$ cat src/rtl/spi_reg_bank.sv
// SPI mode-0 slave register bank: NREG read ports / write registers at BASE_ADR; `SPI_BURST_EN enables auto-increment bursts.
// Latency: sclk/cs pin to detect 3 clk, miso +1 clk, write commit 1 clk after last rise; no backpressure (master paced).
module spi_reg_bank #(
    parameter int NBIT     = 8,
    parameter int NREG     = 4,
    parameter int BASE_ADR = 1
) (
    input  logic                 i_clk,
    input  logic                 i_rst,
    input  logic                 i_sclk,
    input  logic                 i_mosi,
    input  logic                 i_cs,
    output logic                 o_miso,
    input  logic [NREG*NBIT-1:0] i_inport,
    output logic [NREG*NBIT-1:0] o_outport,
    output logic [NREG-1:0]      o_wr_strobe
);

    localparam int CW = 6;
    localparam int IW = 5;

`ifdef SPI_BURST_EN
    localparam bit BURST = 1'b1;
`else
    localparam bit BURST = 1'b0;
`endif

    typedef enum logic [1:0] {S_IDLE, S_CMD, S_DATA, S_DONE} state_t;

    state_t          r_state;
    state_t          w_next;

    // [0] first flop, [1] synchronised copy, [2] history for edge detect
    logic [2:0]      r_sclk_sy;
    logic [2:0]      r_cs_sy;
    logic [1:0]      r_mosi_sy;

    logic [CW-1:0]   r_bitcnt;
    logic [6:0]      r_cmd;
    logic [NBIT-2:0] r_rx;
    logic [NBIT-1:0] r_tx;
    logic            r_rw;
    logic            r_hit;
    logic            r_skip;
    logic [IW-1:0]   r_idx;

    logic            w_sclk_rise;
    logic            w_sclk_fall;
    logic            w_cs_rise;
    logic            w_cs_fall;
    logic            w_mosi;
    logic            w_frame_start;
    logic            w_cmd_rise;
    logic            w_cmd_last;
    logic            w_data_rise;
    logic            w_data_fall;
    logic            w_word_last;
    logic            w_miso_nxt;
    logic [7:0]      w_cmd_byte;
    logic            w_cmd_hit;
    logic [IW-1:0]   w_cmd_idx;
    logic [IW-1:0]   w_idx_inc;
    logic            w_inc_hit;
    logic [NBIT-1:0] w_word;
    logic [NBIT-1:0] w_in_cmd;
    logic [NBIT-1:0] w_in_inc;
    int              w_adr_i;

    always_ff @(posedge i_clk) begin
        if (i_rst) begin
            r_sclk_sy <= '0;
            r_cs_sy   <= '0;
            r_mosi_sy <= '0;
        end else begin
            r_sclk_sy <= {r_sclk_sy[1:0], i_sclk};
            r_cs_sy   <= {r_cs_sy[1:0], i_cs};
            r_mosi_sy <= {r_mosi_sy[0], i_mosi};
        end
    end

    assign w_sclk_rise = r_sclk_sy[1] & ~r_sclk_sy[2];
    assign w_sclk_fall = ~r_sclk_sy[1] & r_sclk_sy[2];
    assign w_cs_rise   = r_cs_sy[1] & ~r_cs_sy[2];
    assign w_cs_fall   = ~r_cs_sy[1] & r_cs_sy[2];
    assign w_mosi      = r_mosi_sy[1];

    always_ff @(posedge i_clk) begin
        if (i_rst) r_state <= S_IDLE;
        else       r_state <= w_next;
    end

    // cs rising always wins, including against a coincident last sclk rise
    always_comb begin
        w_next = r_state;
        if (w_cs_rise) begin
            w_next = S_IDLE;
        end else begin
            case (r_state)
                S_IDLE:  if (w_cs_fall) w_next = S_CMD;
                S_CMD:   if (w_cmd_last) w_next = S_DATA;
                S_DATA:  if (w_word_last && !BURST) w_next = S_DONE;
                default: w_next = r_state;
            endcase
        end
    end

    always_comb begin
        w_frame_start = (r_state == S_IDLE) && w_cs_fall;
        w_cmd_rise    = (r_state == S_CMD) && w_sclk_rise && !w_cs_rise;
        w_cmd_last    = w_cmd_rise && (r_bitcnt == CW'(7));
        w_data_rise   = (r_state == S_DATA) && w_sclk_rise && !w_cs_rise;
        w_data_fall   = (r_state == S_DATA) && w_sclk_fall && !w_cs_rise;
        w_word_last   = w_data_rise && (r_bitcnt == CW'(NBIT-1));
        w_miso_nxt    = ((r_state == S_DATA) && !r_rw && r_hit) ? r_tx[NBIT-1] : 1'b1;
    end

    always_comb begin
        w_cmd_byte = {r_cmd, w_mosi};
        w_adr_i    = int'(w_cmd_byte[6:0]);
        w_cmd_hit  = (w_adr_i >= BASE_ADR) && (w_adr_i < BASE_ADR + NREG);
        w_cmd_idx  = IW'(w_adr_i - BASE_ADR);
        w_idx_inc  = r_idx + IW'(1);
        w_inc_hit  = r_hit && (int'(w_idx_inc) < NREG);
        w_word     = {r_rx, w_mosi};
        w_in_cmd   = '0;
        w_in_inc   = '0;
        for (int k = 0; k < NREG; k++) begin
            if (w_cmd_idx == IW'(k)) w_in_cmd = i_inport[k*NBIT +: NBIT];
            if (w_idx_inc == IW'(k)) w_in_inc = i_inport[k*NBIT +: NBIT];
        end
    end

    always_ff @(posedge i_clk) begin
        if (i_rst) begin
            r_bitcnt    <= '0;
            r_cmd       <= '0;
            r_rx        <= '0;
            r_tx        <= '0;
            r_rw        <= 1'b0;
            r_hit       <= 1'b0;
            r_skip      <= 1'b0;
            r_idx       <= '0;
            o_miso      <= 1'b1;
            o_outport   <= '0;
            o_wr_strobe <= '0;
        end else begin
            o_wr_strobe <= '0;
            o_miso      <= w_miso_nxt;
            if (w_frame_start) begin
                r_bitcnt <= '0;
                r_cmd    <= '0;
                r_rx     <= '0;
                r_tx     <= '0;
                r_rw     <= 1'b0;
                r_hit    <= 1'b0;
                r_skip   <= 1'b0;
                r_idx    <= '0;
            end
            if (w_cmd_rise) begin
                r_cmd    <= w_cmd_byte[6:0];
                r_bitcnt <= r_bitcnt + CW'(1);
                if (w_cmd_last) begin
                    r_bitcnt <= '0;
                    r_rw     <= w_cmd_byte[7];
                    r_idx    <= w_cmd_idx;
                    r_hit    <= w_cmd_hit;
                    r_skip   <= 1'b1;
                    if (!w_cmd_byte[7] && w_cmd_hit) r_tx <= w_in_cmd;
                end
            end
            if (w_data_rise) begin
                r_rx     <= w_word[NBIT-2:0];
                r_bitcnt <= r_bitcnt + CW'(1);
                if (w_word_last) begin
                    r_bitcnt <= '0;
                    for (int k = 0; k < NREG; k++) begin
                        if (r_rw && r_hit && (r_idx == IW'(k))) begin
                            o_outport[k*NBIT +: NBIT] <= w_word;
                            o_wr_strobe[k]            <= 1'b1;
                        end
                    end
                    // burst: once the index runs past the bank the rest of the frame is a miss
                    if (BURST) begin
                        r_idx <= w_idx_inc;
                        r_hit <= w_inc_hit;
                        if (!r_rw && w_inc_hit) r_tx <= w_in_inc;
                    end
                end
            end
            if (w_data_fall && !r_rw) begin
                if (r_skip) r_skip <= 1'b0;
                else        r_tx   <= {r_tx[NBIT-2:0], 1'b1};
            end
        end
    end

endmodule

$ cat config.mk
export PLATFORM = sky130hd
export DESIGN_NAME = spi_reg_bank
export DESIGN_NICKNAME = d
export VERILOG_FILES = /design/src/rtl/spi_reg_bank.sv
export SDC_FILE = /design/constraint.sdc
export NUM_CORES = 1
export LEC_CHECK = 0
export ABC_AREA = 0
export BUFFER_PORTS_ARGS = -buffer_cell sky130_fd_sc_hd__buf_2
export CORE_UTILIZATION = 47
export DETAILED_ROUTE_END_ITERATION = 8
export GPL_TIMING_DRIVEN = 0
export HOLD_SLACK_MARGIN = 0.05
export PLACE_DENSITY = 0.7
export SETUP_SLACK_MARGIN = 0.1
export SKIP_CTS_REPAIR_TIMING = 1
export SLEW_MARGIN = 40
export SYNTH_ARGS = -nofsm -noshare
export SYNTH_HDL_FRONTEND = slang
export SYNTH_SLANG_ARGS = --single-unit
export TNS_END_PERCENT = 20
$ cat constraint.sdc
create_clock -name i_clk -period 5.1 [get_ports i_clk]
set_input_delay 0.51 -clock i_clk [delete_from_list [all_inputs] [get_ports i_clk]]
set_output_delay 0.51 -clock i_clk [all_outputs]
set_load 0.02 [all_outputs]
## Word-level counts from Yosys, hierarchy flattened

Cells that the tools add are included.

- Equal/unequal tests: 12
- Reduce and logical (&&, ||, !) cells: 37
- Bitwise operators: 11
- Add/subtract/negate cells: 2
- Multiplexer cells: 40
- Magnitude comparators: 2

Operators by type and width:

| cell | count |
|---|---|
| $mux W8 | 10 |
| $mux W6 | 5 |
| $mux W7 | 3 |
| $eq A5 B2 Y1 const B | 4 |
| $logic_and A1 B1 Y1 | 19 |
| $mux W1 | 15 |
| $mux W5 | 3 |
| $reduce_and A3 Y1 | 4 |
| $eq A5 B1 Y1 const B | 2 |
| $logic_not A5 Y1 | 2 |
| $ge A7 B1 Y1 const B | 1 |
| $lt A7 B3 Y1 const B | 1 |
| $not A1 Y1 | 7 |
| $add A6 B1 Y6 const B | 1 |
| $eq A6 B3 Y1 const B | 1 |
| $mux W2 | 3 |
| $ne A2 B2 Y1 const B | 3 |
| $pmux W2 S3 | 1 |
| $reduce_bool A3 Y1 | 2 |
| $sub A5 B1 Y5 const B | 1 |
| $and A1 B1 Y1 | 4 |
| $reduce_and A4 Y1 | 1 |
| $reduce_bool A2 Y1 | 2 |
| $reduce_or A2 Y1 | 2 |
| 5 further kinds | 7 |

- Input bits: 37
- Register bits after elaboration: 83

## Logic depth before layout (Yosys ltp)

Gate-level depths: netlist of the first run.

- Depth after elaboration: 11
- Mapped depth: 10

## Least setup slack after synthesis of the first run

OpenSTA, ideal clock, no wires.

- Path kind: flip-flop to flip-flop
- Start point: register r_mosi_sy[1]
- End point: register r_tx[1]
- Library setup time: 0.078 ns
- Path slack: 3.034 ns
- Cell stages (with the launch flop): 10
- Arrival: 1.988 ns
- Buffers on the path: 2
- Cell sequence: dfxtp_1 -> clkbuf_8 -> inv_1 -> ha_1 -> buf_2 -> nand2_1 -> nor3_1 -> a21oi_1 -> o311a_2 -> nor3_1

- Cells in the longest elaborated chain, start to end: 11
- Elaborated cells between the ends (all ways): 18

Ends and longest elaborated chain:

| what | RTL line | RTL |
|---|---|---|
| start: declaration | 36 | `logic [1:0] r_mosi_sy;` |
| start signal: assignment | 77 | `r_mosi_sy <= {r_mosi_sy[0], i_mosi};` |
| $sub A5 B1 Y5 | 121 | `w_cmd_idx = IW'(w_adr_i - BASE_ADR);` |
| $logic_not A5 Y1 | 128 | `if (w_cmd_idx == IW'(k)) w_in_cmd = i_inport[k*NBIT +: NBIT];` |
| $mux W8 (4 in series) | 128 |  |
| $mux W8 (*) | 168 | `if (!w_cmd_byte[7] && w_cmd_hit) r_tx <= w_in_cmd;` |
| $mux W8 (*) | 162 | `if (w_cmd_last) begin` |
| $mux W8 (*) | 159 | `if (w_cmd_rise) begin` |
| $mux W8 | 191 | `if (r_skip) r_skip <= 1'b0;` |
| $mux W8 (*) | 190 | `if (w_data_fall && !r_rw) begin` |
| end signal: assignment | 168 |  |
| end signal: assignment | 186 | `if (!r_rw && w_inc_hit) r_tx <= w_in_inc;` |
| end signal: assignment | 192 | `else r_tx <= {r_tx[NBIT-2:0], 1'b1};` |
| end: declaration | 41 | `logic [NBIT-1:0] r_tx;` |

Every way passes the cells marked *; elsewhere a longest branch is shown, timed or not.
A chain may end at the register's enable or synchronous reset.

## Final worst setup path of the first run

Ends and elaborated chain as after synthesis.

==> results of run 1 <==
-- stage by stage --
| stage | instance area, sq um | util, % | total power [mW] | hold slack (ns) | setup slack, ns |
|---|---|---|---|---|---|
| finish | 4548 | 58.25 | 1.196 | 0.3580 | 2.693 |
| global route | 4548 | 58.25 | 1.237 | 0.3691 | 2.412 |
| CTS | 4542 | 58.17 | 1.203 | 0.3531 | 2.662 |
| detailed placement | 4333 | 55.50 | 0.7193 | 0.4082 | 2.691 |
| global placement | 4328 | 55.43 | 0.7182 | 0.4133 | 2.615 |
| floorplan | 3840 | - | 0.6966 | 0.3713 | 3.034 |
-- logic make-up after synthesis --
logic type      count (synthesis)
fa+ha+maj                      10
flops                          83
simple gates                  193
buf+inv                        29
mux                            36
xor+xnor                        6
compound gates                 65
-- power groups by stage --
stage / registers [mW] / clock network [mW] / logic (mW)
finish: 0.652 / 0.492 / 0.0521
global route: 0.653 / 0.526 / 0.0579
CTS: 0.652 / 0.499 / 0.0520
detailed placement: 0.668 / 0 / 0.0516
global placement: 0.668 / 0 / 0.0506
floorplan: 0.667 / 0 / 0.0296
-- worst max-delay path: cells and delay by family, from the launching register on --
family                     cells  cell delay, ns
DFF                            1            0.48
AOI/OAI and AO/OA              2            0.45
and+or+nand+nor                3            0.44
adders and majority gates      1            0.19
buffers and inverters          4            0.76
-- cell type report --
cell class              count  share of cell area, %
inverters                   4                 0.3301
well taps                 102                  2.806
flip-flops and latches     83                  36.53
clock inverters             6                  1.568
clock buffers              10                  3.026
repair buffers             72                  7.923
plain buffers              25                  3.549
multi-input cells         310                  44.26
-- routing by layer --
| layer | global-route usage, % | part of all wire (%) |
|---|---|---|
| met5 | 0 | 0 |
| met2 | 36.42 | 47 |
| met1 | 27.72 | 46 |
| met3 | 4.023 | 5.0 |
| met4 | 10.81 | 1.8 |
-- how the worst max path moves through the flow --
| stage | to | slack [ns] | cells after the start |
|---|---|---|---|
| global placement | r_tx[1]$_SDFF_PP0_ | 2.62 | 9 |
| finish | r_tx[1]$_SDFF_PP0_ | 2.69 | 10 |
| floorplan | r_tx[1]$_SDFF_PP0_ | 3.03 | 9 |
| CTS | r_tx[1]$_SDFF_PP0_ | 2.66 | 10 |
| global route | r_tx[1]$_SDFF_PP0_ | 2.41 | 10 |
| detailed placement | r_tx[1]$_SDFF_PP0_ | 2.69 | 10 |
-- synthesized netlist by cell type, types with 2 or more instances --
master      n  area, sq um
clkbuf_8    5        68.82
ha_1       10        125.1
a2111oi_0   2        17.52
nor4_2      3        37.54
a32o_1      2        20.02
nand3_1    19        95.09
nor2_1     53        198.9
nor2b_1    11        68.82
nor3b_1     4        30.03
and2_1      2        12.51
nor4b_1     2        17.52
dfxtp_1    83         1662
buf_2       2        10.01
buf_6       2        22.52
a21oi_1    36        180.2
nor4_1      4        25.02
nand2b_1    9        56.30
nand2_1    34        127.6
nor3_1     13        65.06
and3_1     11        68.82
inv_1       4        15.01
nand4_1     4        25.02
a32oi_1     5        43.79
mux2i_1    36        360.4
nand4_2     4        50.05
o21ai_0    10        50.05
xor2_1      6        52.55
or4_1       2        15.01
clkbuf_1   16        60.06
or3_1       4        25.02
o21a_1      2        15.01
a22o_1      2        17.52
-- registers in the layout, summed over array words and instances, names as in the netlist --
signal	count
r_cmd	7
r_mosi_sy	2
o_outport	32
r_tx	8
o_miso	1
o_wr_strobe	4
r_cs_sy	3
r_hit	1
r_rx	7
r_idx	5
r_skip	1
r_state	2
r_bitcnt	6
r_rw	1
r_sclk_sy	3
==> out/metrics.yaml, run 1 <==
synth_warnings: 0
hold_start: "i_sclk"
min_path_cells: 2
rsz0062_at_grt: "no"
path_cells: "clkbuf_8 > inv_1 > ha_1 > buf_2 > nor3_1 > and3_1 > clkbuf_1 > a21oi_1 > o311a_2 > nor3_1"
finClkSkew_ns: 0.01019
cp_max_fo: 10
synth_nets: 469
cell_internal_pwr_uw: 916.4
vias: 3327
critical_path.startpoint: "r_mosi_sy[1]$_SDFF_PP0_"
overflow: 0
drv_cap: 0
cts_inserted_buffers: 9
period_minus_slack_ns: 2.407
antenna_cells: 0
place_inst: 596
remaining_drc_errors: 0
syn_area_sq_um: 3840
multi_input_area_sq_um: 2013
grt_pass1_vias: 3196
synthFlopType: "dfxtp_1"
cts_sinks: 83
muxShareOfSynthArea_pct: 9.384
r2r_end: "r_tx[1]$_SDFF_PP0_"
start_util_pct: 49.18
gp_congestion: 0.7752
first_iter_violations: 104
die_w_um: 92.39
ir_drop_mv: 0.1437
cp_slowest_cell: "dfxtp_1"
grt_use_total_pct: 22.10
synth_fa_ha_area_share_pct: 3.258
synth.distinct_cells: 52
dieArea_sq_um: 8536
setup_tns_ns: 0
switching_share_pct: 23.40
final-hold-violation-count: 0
synth_top_family_by_area: "simple AND/OR/NAND/NOR gates"
drive_above_1_share_pct: 23.33
antenna_found_initial: 0
synth_xor_area_share_pct: 1.369
final-setup-viol-count: 0
timing.rr.start: "r_mosi_sy[1]$_SDFF_PP0_"
cts-root-buf: "clkbuf_8"
power_frac_comb_pct: 4.4
drt-total-wl_um: 8880
timing.fmax_mhz: 415.4
fill_cells: 709
cts_tree: "yes"
grt_max_degree: 16
p_sw_uw: 280.0
p_leak_nw: 2.092
wl_per_cell_um: 14.51
worstMarginPinSlew_ns: 0.6370
async_flop_share_pct: 0
seq_area_sq_um: 1662
crit_required_ns: 5.38
p_clk_share_pct: 41.1
cts.path.max_buffers: 2
via_per_inst: 5.436
worstSetupPathType: "flop to flop"
nets: 552
area_growth_syn_to_layout_pct: 18.44
synth-compound-area-share_pct: 10.20
hpwl_um: 6561
finalMaxSlewViolations: 0
cp_data_arrival_time_ns: 2.69
die_h_um: 92.39
row_count: 32
antenna_left: 0
first_pass_iters: 4
cts.htree.levels: 3
maxSlewHeadroom_pct: 57.18
avgSynthCellArea_sq_um: 9.099
ios: 74
rrSetupSlack_ns: 2.69
coreArea_sq_um: 7807
port_buffers: 72
synth_seq_cells: 83
run_status: "finished, final reports clean"
layout_commonest_cell: "dfxtp_1"
timing.final.crit_share_pct: 47.21
yosys.area_share.simple_pct: 27.92
holdPathEnd: "r_sclk_sy[0]$_SDFF_PP0_"
seq_power_share_pct: 54.5
insertion_delay_ns: 0.36
worstHoldPathType: "input pin to flop"
final_cell_mix: "dfxtp_1, buf_2, nor2_1"
stdcell_count: 612
synth-edff-count: 0
yosysSeqAreaShare_pct: 43.27
cpPeakStageDelay_ns: 0.48
cpMostUsedCell: "nor3_1"
ff2ff_path_depth: 10
p_per_area_nw_per_um2: 263.1
clkTransAtPathRegs_ns: 0.08
postSynthCellCount: 422
cp-start-kind: "flop"
critPathCaptureType: "flop"
grt_pass1_wl_um: 14840
Power figures use the tool's default switching activity.
==> run 2: changes to the inputs <==
--- a/config.mk
+++ b/config.mk
@@ -11,7 +11,7 @@
 export DETAILED_ROUTE_END_ITERATION = 8
 export GPL_TIMING_DRIVEN = 0
 export HOLD_SLACK_MARGIN = 0.05
-export PLACE_DENSITY = 0.7
+export PLACE_DENSITY = 0.72
 export SETUP_SLACK_MARGIN = 0.1
 export SKIP_CTS_REPAIR_TIMING = 1
 export SLEW_MARGIN = 40
==> constraint.sdc (replaced) <==
create_clock -name i_clk -period 2.2 [get_ports i_clk]
set_input_delay 0.22 -clock i_clk [delete_from_list [all_inputs] [get_ports i_clk]]
set_output_delay 0.22 -clock i_clk [all_outputs]
set_load 0.02 [all_outputs]
==> out/metrics.yaml, run 2 (same netlist as run 1, synthesis figures left out) <==
worstHoldPathType: "input pin to flop"  # unchanged
wl_per_cell_um: 14.54  # was 14.51 um
finalPower_mw: 2.773  # was 1.196 mW
nets: 556  # was 552
cp-start-kind: "flop"  # unchanged
largest_register: "o_outport"  # unchanged
fin_util_pct: 59.12  # was 58.25%
clkTransAtPathRegs_ns: 0.09  # was 0.08 ns
final-hold-violation-count: 0  # unchanged
start_util_pct: 49.18  # unchanged
via_per_inst: 5.416  # was 5.436
ir_drop_mv: 0.3564  # was 0.1437 mV
insertion_delay_ns: 0.36  # about the same
hold_start: "i_mosi"  # was i_sclk
antenna_left: 0  # unchanged
setup_tns_ns: 0  # unchanged
worstSetupPathType: "flop to flop"  # unchanged
place_inst: 596  # unchanged
finClkSkew_ns: 0.006906  # was 0.01019 ns
cts_inserted_buffers: 9  # unchanged
ff2ff_path_depth: 7  # was 10
cts-root-buf: "clkbuf_8"  # unchanged
holdPathEnd: "r_mosi_sy[0]$_SDFF_PP0_"  # was r_sclk_sy[0]$_SDFF_PP0_
grt_use_total_pct: 21.82  # was 22.10%
row_count: 32  # unchanged
antenna_cells: 0  # unchanged
final_cell_mix: "dfxtp_1, buf_2, nor2_1"  # unchanged
min_path_cells: 2  # unchanged
cts.htree.levels: 3  # unchanged
run_status: "finished, final reports clean"  # unchanged
cts.path.max_buffers: 2  # unchanged
port_buffers: 72  # unchanged
period_minus_slack_ns: 2.012  # was 2.407 ns
grt_pass1_vias: 3111  # was 3196
area_growth_syn_to_layout_pct: 20.20  # was 18.44%
whs_ns: 0.07007  # was 0.3580 ns
cp_max_fo: 10  # unchanged
final-setup-viol-count: 0  # unchanged
maxSlewHeadroom_pct: 54.45  # was 57.18%
first_iter_violations: 135  # was 104
layout_commonest_cell: "dfxtp_1"  # unchanged
gp_congestion: 0.8027  # was 0.7752
grt_pass1_wl_um: 14700  # was 14840 um
rsz0062_at_grt: "yes"  # was no
critPathCaptureType: "flop"  # unchanged
r2r_end: "o_outport[4]$_SDFFE_PP0P_"  # was r_tx[1]$_SDFF_PP0_
overflow: 0  # unchanged
timing.fmax_mhz: 497.1  # was 415.4 MHz
drive_above_1_share_pct: 25.68  # was 23.33%
first_pass_iters: 5  # was 4
die_w_um: 92.39  # unchanged
cts_sinks: 83  # unchanged
largest_register_ffs: 32  # unchanged
dieArea_sq_um: 8536  # unchanged
vias: 3336  # was 3327
antenna_found_initial: 0  # unchanged
drv_cap: 0  # unchanged
hpwl_um: 6354  # was 6561 um
coreArea_sq_um: 7807  # unchanged
remaining_drc_errors: 0  # unchanged
biggestRegsByFlops: "o_outport x32, r_tx x8"  # unchanged
stdcell_count: 616  # was 612
die_h_um: 92.39  # unchanged
critical_path.startpoint: "r_state[0]$_SDFFE_PP0P_"  # was r_mosi_sy[1]$_SDFF_PP0_
cp_data_arrival_time_ns: 2.25  # was 2.69 ns
timing.final.crit_share_pct: 91.44  # was 47.21%
worstMarginPinSlew_ns: 0.6776  # was 0.6370 ns
p_leak_nw: 2.127  # was 2.092 nW
drt-total-wl_um: 8959  # was 8880 um
rrSetupSlack_ns: 0.19  # was 2.69 ns
timing.rr.start: "r_state[0]$_SDFFE_PP0P_"  # was r_mosi_sy[1]$_SDFF_PP0_
crit_required_ns: 2.44  # was 5.38 ns
p_per_area_nw_per_um2: 600.9  # was 263.1 nW/um^2
finalMaxSlewViolations: 0  # unchanged
cts_tree: "yes"  # unchanged
grt_max_degree: 16  # unchanged
ios: 74  # unchanged
[run 2: cell types whose count changed in the layout (fill, tap and decap cells not counted), sizes merged]
| cell | change |
|---|---|
| clkbuf | -1 |
| inv | -1 |
| clkinvlp | -1 |
| clkinv | +2 |
| buf | +5 |
[run 2: metrics by stage]
| step | cell area, sq um | setup WS (ns) |
|---|---|---|
| 2_1_floorplan | 3840 | 0.1340 |
| 3_3_place_gp | 4328 | -0.2629 |
| 3_5_place_dp | 4328 | -0.2627 |
| 4_1_cts | 4538 | -0.2744 |
| 5_1_grt | 4616 | 0.05554 |
| 6_report | 4616 | 0.1882 |
[run 2: worst max-delay path, stage by stage, from the launching register on]
cell and delay [ns]:
dfxtp_1 0.33, inv_1 0.10, ha_1 0.22, and3_1 0.25, buf_2 0.25, nand4_2 0.35, mux2i_1 0.33, nor2_1 0.06
[run 2: worst max path at each step]
stage | end | slack, ns | depth (start not counted)
floorplan | r_tx[1]$_SDFF_PP0_ | 0.13 | 9
global placement | r_tx[1]$_SDFF_PP0_ | -0.26 | 9
detailed placement | r_tx[1]$_SDFF_PP0_ | -0.26 | 9
CTS | r_tx[1]$_SDFF_PP0_ | -0.27 | 9
global route | o_outport[9]$_SDFFE_PP0P_ | 0.06 | 7
finish | o_outport[4]$_SDFFE_PP0P_ | 0.19 | 7
[run 2: area by class of cell]
cell class,count,area (sq um)
clock buffer,10,137.6
fill,713,3192
buffer,25,172.7
clock inverter,6,72.57
sequential,83,1667
timing repair buffer,76,394.1
inverter,4,15.01
tap,102,127.6
multi-input combinational,310,2029
[run 2: routing by layer]
layer | GRT usage (%) | vias up | wire length, um
met5 | 0 | - | 0
li1 | - | 1661 | -
met1 | 28.54 | 1576 | 4278
met2 | 35.37 | 89 | 4177
met3 | 4.516 | 10 | 386
met4 | 8.073 | 0 | 116
[run 2: report_power, final]
part           total, mW  leakage (nW)  internal, mW  switching, mW
registers           1.51         0.671          1.51        0.00484
clock network       1.14         0.103         0.565          0.571
logic              0.126          1.35        0.0556         0.0701
total               2.77          2.13          2.13          0.646
==> run 3: changes to the inputs <==
--- a/config.mk
+++ b/config.mk
@@ -11,7 +11,7 @@
 export DETAILED_ROUTE_END_ITERATION = 8
 export GPL_TIMING_DRIVEN = 0
 export HOLD_SLACK_MARGIN = 0.05
-export PLACE_DENSITY = 0.72
+export PLACE_DENSITY = 0.7
 export SETUP_SLACK_MARGIN = 0.1
 export SKIP_CTS_REPAIR_TIMING = 1
 export SLEW_MARGIN = 40
==> constraint.sdc (replaced) <==
create_clock -name i_clk -period 2.4 [get_ports i_clk]
set_input_delay 0.24 -clock i_clk [delete_from_list [all_inputs] [get_ports i_clk]]
set_output_delay 0.24 -clock i_clk [all_outputs]
set_load 0.02 [all_outputs]
==> out/metrics.yaml, run 3 (same netlist as run 1, synthesis figures left out) <==
ir_drop_mv: 0.3053  # was 0.3564 mV
setup_tns_ns: 0  # unchanged
drt-total-wl_um: 8908  # was 8959 um
overflow: 0  # unchanged
cp_num_buf_inv: 3  # was 2
vias: 3327  # was 3336
wl_per_cell_um: 14.56  # was 14.54 um
port_buffers: 72  # unchanged
first_iter_violations: 128  # was 135
critPathCaptureType: "flop"  # unchanged
grt_max_degree: 16  # unchanged
timing.fmax_mhz: 468.4  # was 497.1 MHz
finalMaxSlewViolations: 0  # unchanged
start_util_pct: 49.18  # unchanged
drive_above_1_share_pct: 24.12  # was 25.68%
insertion_delay_ns: 0.36  # about the same
cts.htree.levels: 3  # unchanged
die_h_um: 92.39  # unchanged
p_leak_nw: 2.096  # was 2.127 nW
cp_max_fo: 10  # unchanged
worstHoldPathType: "input pin to flop"  # unchanged
die_w_um: 92.39  # unchanged
area_growth_syn_to_layout_pct: 18.96  # was 20.20%
final_cell_mix: "dfxtp_1, buf_2, nor2_1"  # unchanged
rsz0062_at_grt: "yes"  # unchanged
grt_use_total_pct: 22.10  # was 21.82%
remaining_drc_errors: 0  # unchanged
cp_slowest_cell: "dfxtp_4"  # was nand4_2
timing.final.crit_share_pct: 88.95  # was 91.44%
via_per_inst: 5.436  # was 5.416
layout_commonest_cell: "dfxtp_1"  # unchanged
run_status: "finished, final reports clean"  # unchanged
antenna_left: 0  # unchanged
antenna_cells: 0  # unchanged
cts.path.max_buffers: 2  # unchanged
path_cells: "clkbuf_8 > inv_1 > ha_1 > clkbuf_1 > nor2_1 > a2111oi_0 > nor3_1 > o21a_1"  # was inv_1 > ha_1 > and3_1 > buf_2 > nand4_2 > mux2i_1 > nor2_1
cpPeakStageDelay_ns: 0.38  # was 0.35 ns
fill_cells: 707  # was 713
ff2ff_path_depth: 8  # was 7
maxSlewHeadroom_pct: 56.62  # was 54.45%
finalPower_mw: 2.540  # was 2.773 mW
gp_congestion: 0.7752  # was 0.8027
row_count: 32  # unchanged
p_per_area_nw_per_um2: 556.1  # was 600.9 nW/um^2
coreArea_sq_um: 7807  # unchanged
hpwl_um: 6561  # was 6354 um
worstSetupPathType: "flop to flop"  # unchanged
min_path_cells: 2  # unchanged
cp_data_arrival_time_ns: 2.39  # was 2.25 ns
antenna_found_initial: 0  # unchanged
worstMarginPinSlew_ns: 0.6453  # was 0.6776 ns
dieArea_sq_um: 8536  # unchanged
biggestRegsByFlops: "o_outport x32, r_tx x8"  # unchanged
cts_inserted_buffers: 9  # unchanged
cp_num_cells: 8  # was 7
finClkSkew_ns: 0.009920  # was 0.006906 ns
cts-root-buf: "clkbuf_8"  # unchanged
cts_sinks: 83  # unchanged
path_delay_family: "buffers and inverters"  # was simple AND/OR/NAND/NOR gates
ios: 74  # unchanged
first_pass_iters: 4  # was 5
period_minus_slack_ns: 2.135  # was 2.012 ns
grt_pass1_wl_um: 14840  # was 14700 um
largest_register_ffs: 32  # unchanged
nets: 552  # was 556
grt_pass1_vias: 3196  # was 3111
cp-start-kind: "flop"  # unchanged
fin_util_pct: 58.51  # was 59.12%
final-hold-violation-count: 0  # unchanged
final-setup-viol-count: 0  # unchanged
clkTransAtPathRegs_ns: 0.08  # was 0.09 ns
largest_register: "o_outport"  # unchanged
cts_tree: "yes"  # unchanged
drv_cap: 0  # unchanged
crit_required_ns: 2.65  # was 2.44 ns
## run 3: cell types whose count changed in the layout (fill, tap and decap cells not counted), sizes merged
cell	change
inv	+1
clkinvlp	+1
buf	-5
clkinv	-2
clkbuf	+1
## run 3: metal layers
metal	wire length [um]	share of wire, %	track usage [%]
met5	0	0	0
met4	158	1.8	10.81
met3	465	5.2	4.023
met2	4190	47	36.42
met1	4094	46	27.72
## run 3: metrics by stage
| stage | hold slack, ns | area [sq um] | setup slack [ns] | std cells |
|---|---|---|---|---|
| after floorplan | 0.3682 | 3840 | 0.3340 | 422 |
| after global placement | 0.4133 | 4328 | -0.08500 | 596 |
| after detailed placement | 0.4082 | 4333 | -0.009336 | 596 |
| after CTS | 0.08305 | 4542 | -0.03847 | 612 |
| after global routing | 0.09913 | 4568 | 0.07503 | 612 |
| final | 0.08797 | 4568 | 0.2652 | 612 |
## run 3: layout make-up
type	instances	area [sq um]	share of cell area, %
well taps	102	127.6	2.794
clock buffers	10	137.6	3.013
plain buffers	25	165.2	3.615
inverters	4	15.01	0.3287
flip-flops and latches	83	1667	36.48
multi-input cells	310	2024	44.32
clock inverters	6	71.32	1.561
repair buffers	72	360.3	7.888
## run 3: final timing paths
path / start / slack (ns) / end
hold / removal: i_sclk / 0.09 / r_sclk_sy[0]$_SDFF_PP0_
setup / recovery: r_mosi_sy[1]$_SDFF_PP0_ / 0.27 / r_tx[0]$_SDFF_PP0_
hold reg to reg: r_hit$_SDFF_PP0_ / 0.44 / o_miso$_SDFF_PP1_
setup reg to reg: r_mosi_sy[1]$_SDFF_PP0_ / 0.27 / r_tx[0]$_SDFF_PP0_
## run 3: worst reg2reg max path, delay by kind of cell (launching register included)
family	cells	cell delay, ns
compound gates	2	0.56
simple gates	2	0.20
fa+ha+maj	1	0.30
flops	1	0.38
buf+inv	3	0.60
## run 3: power breakdown
| group | switching [mW] | internal (mW) | leakage, nW |
|---|---|---|---|
| registers | 0.00410 | 1.38 | 0.671 |
| logic | 0.0633 | 0.0478 | 1.33 |
| clock network | 0.526 | 0.518 | 0.0995 |
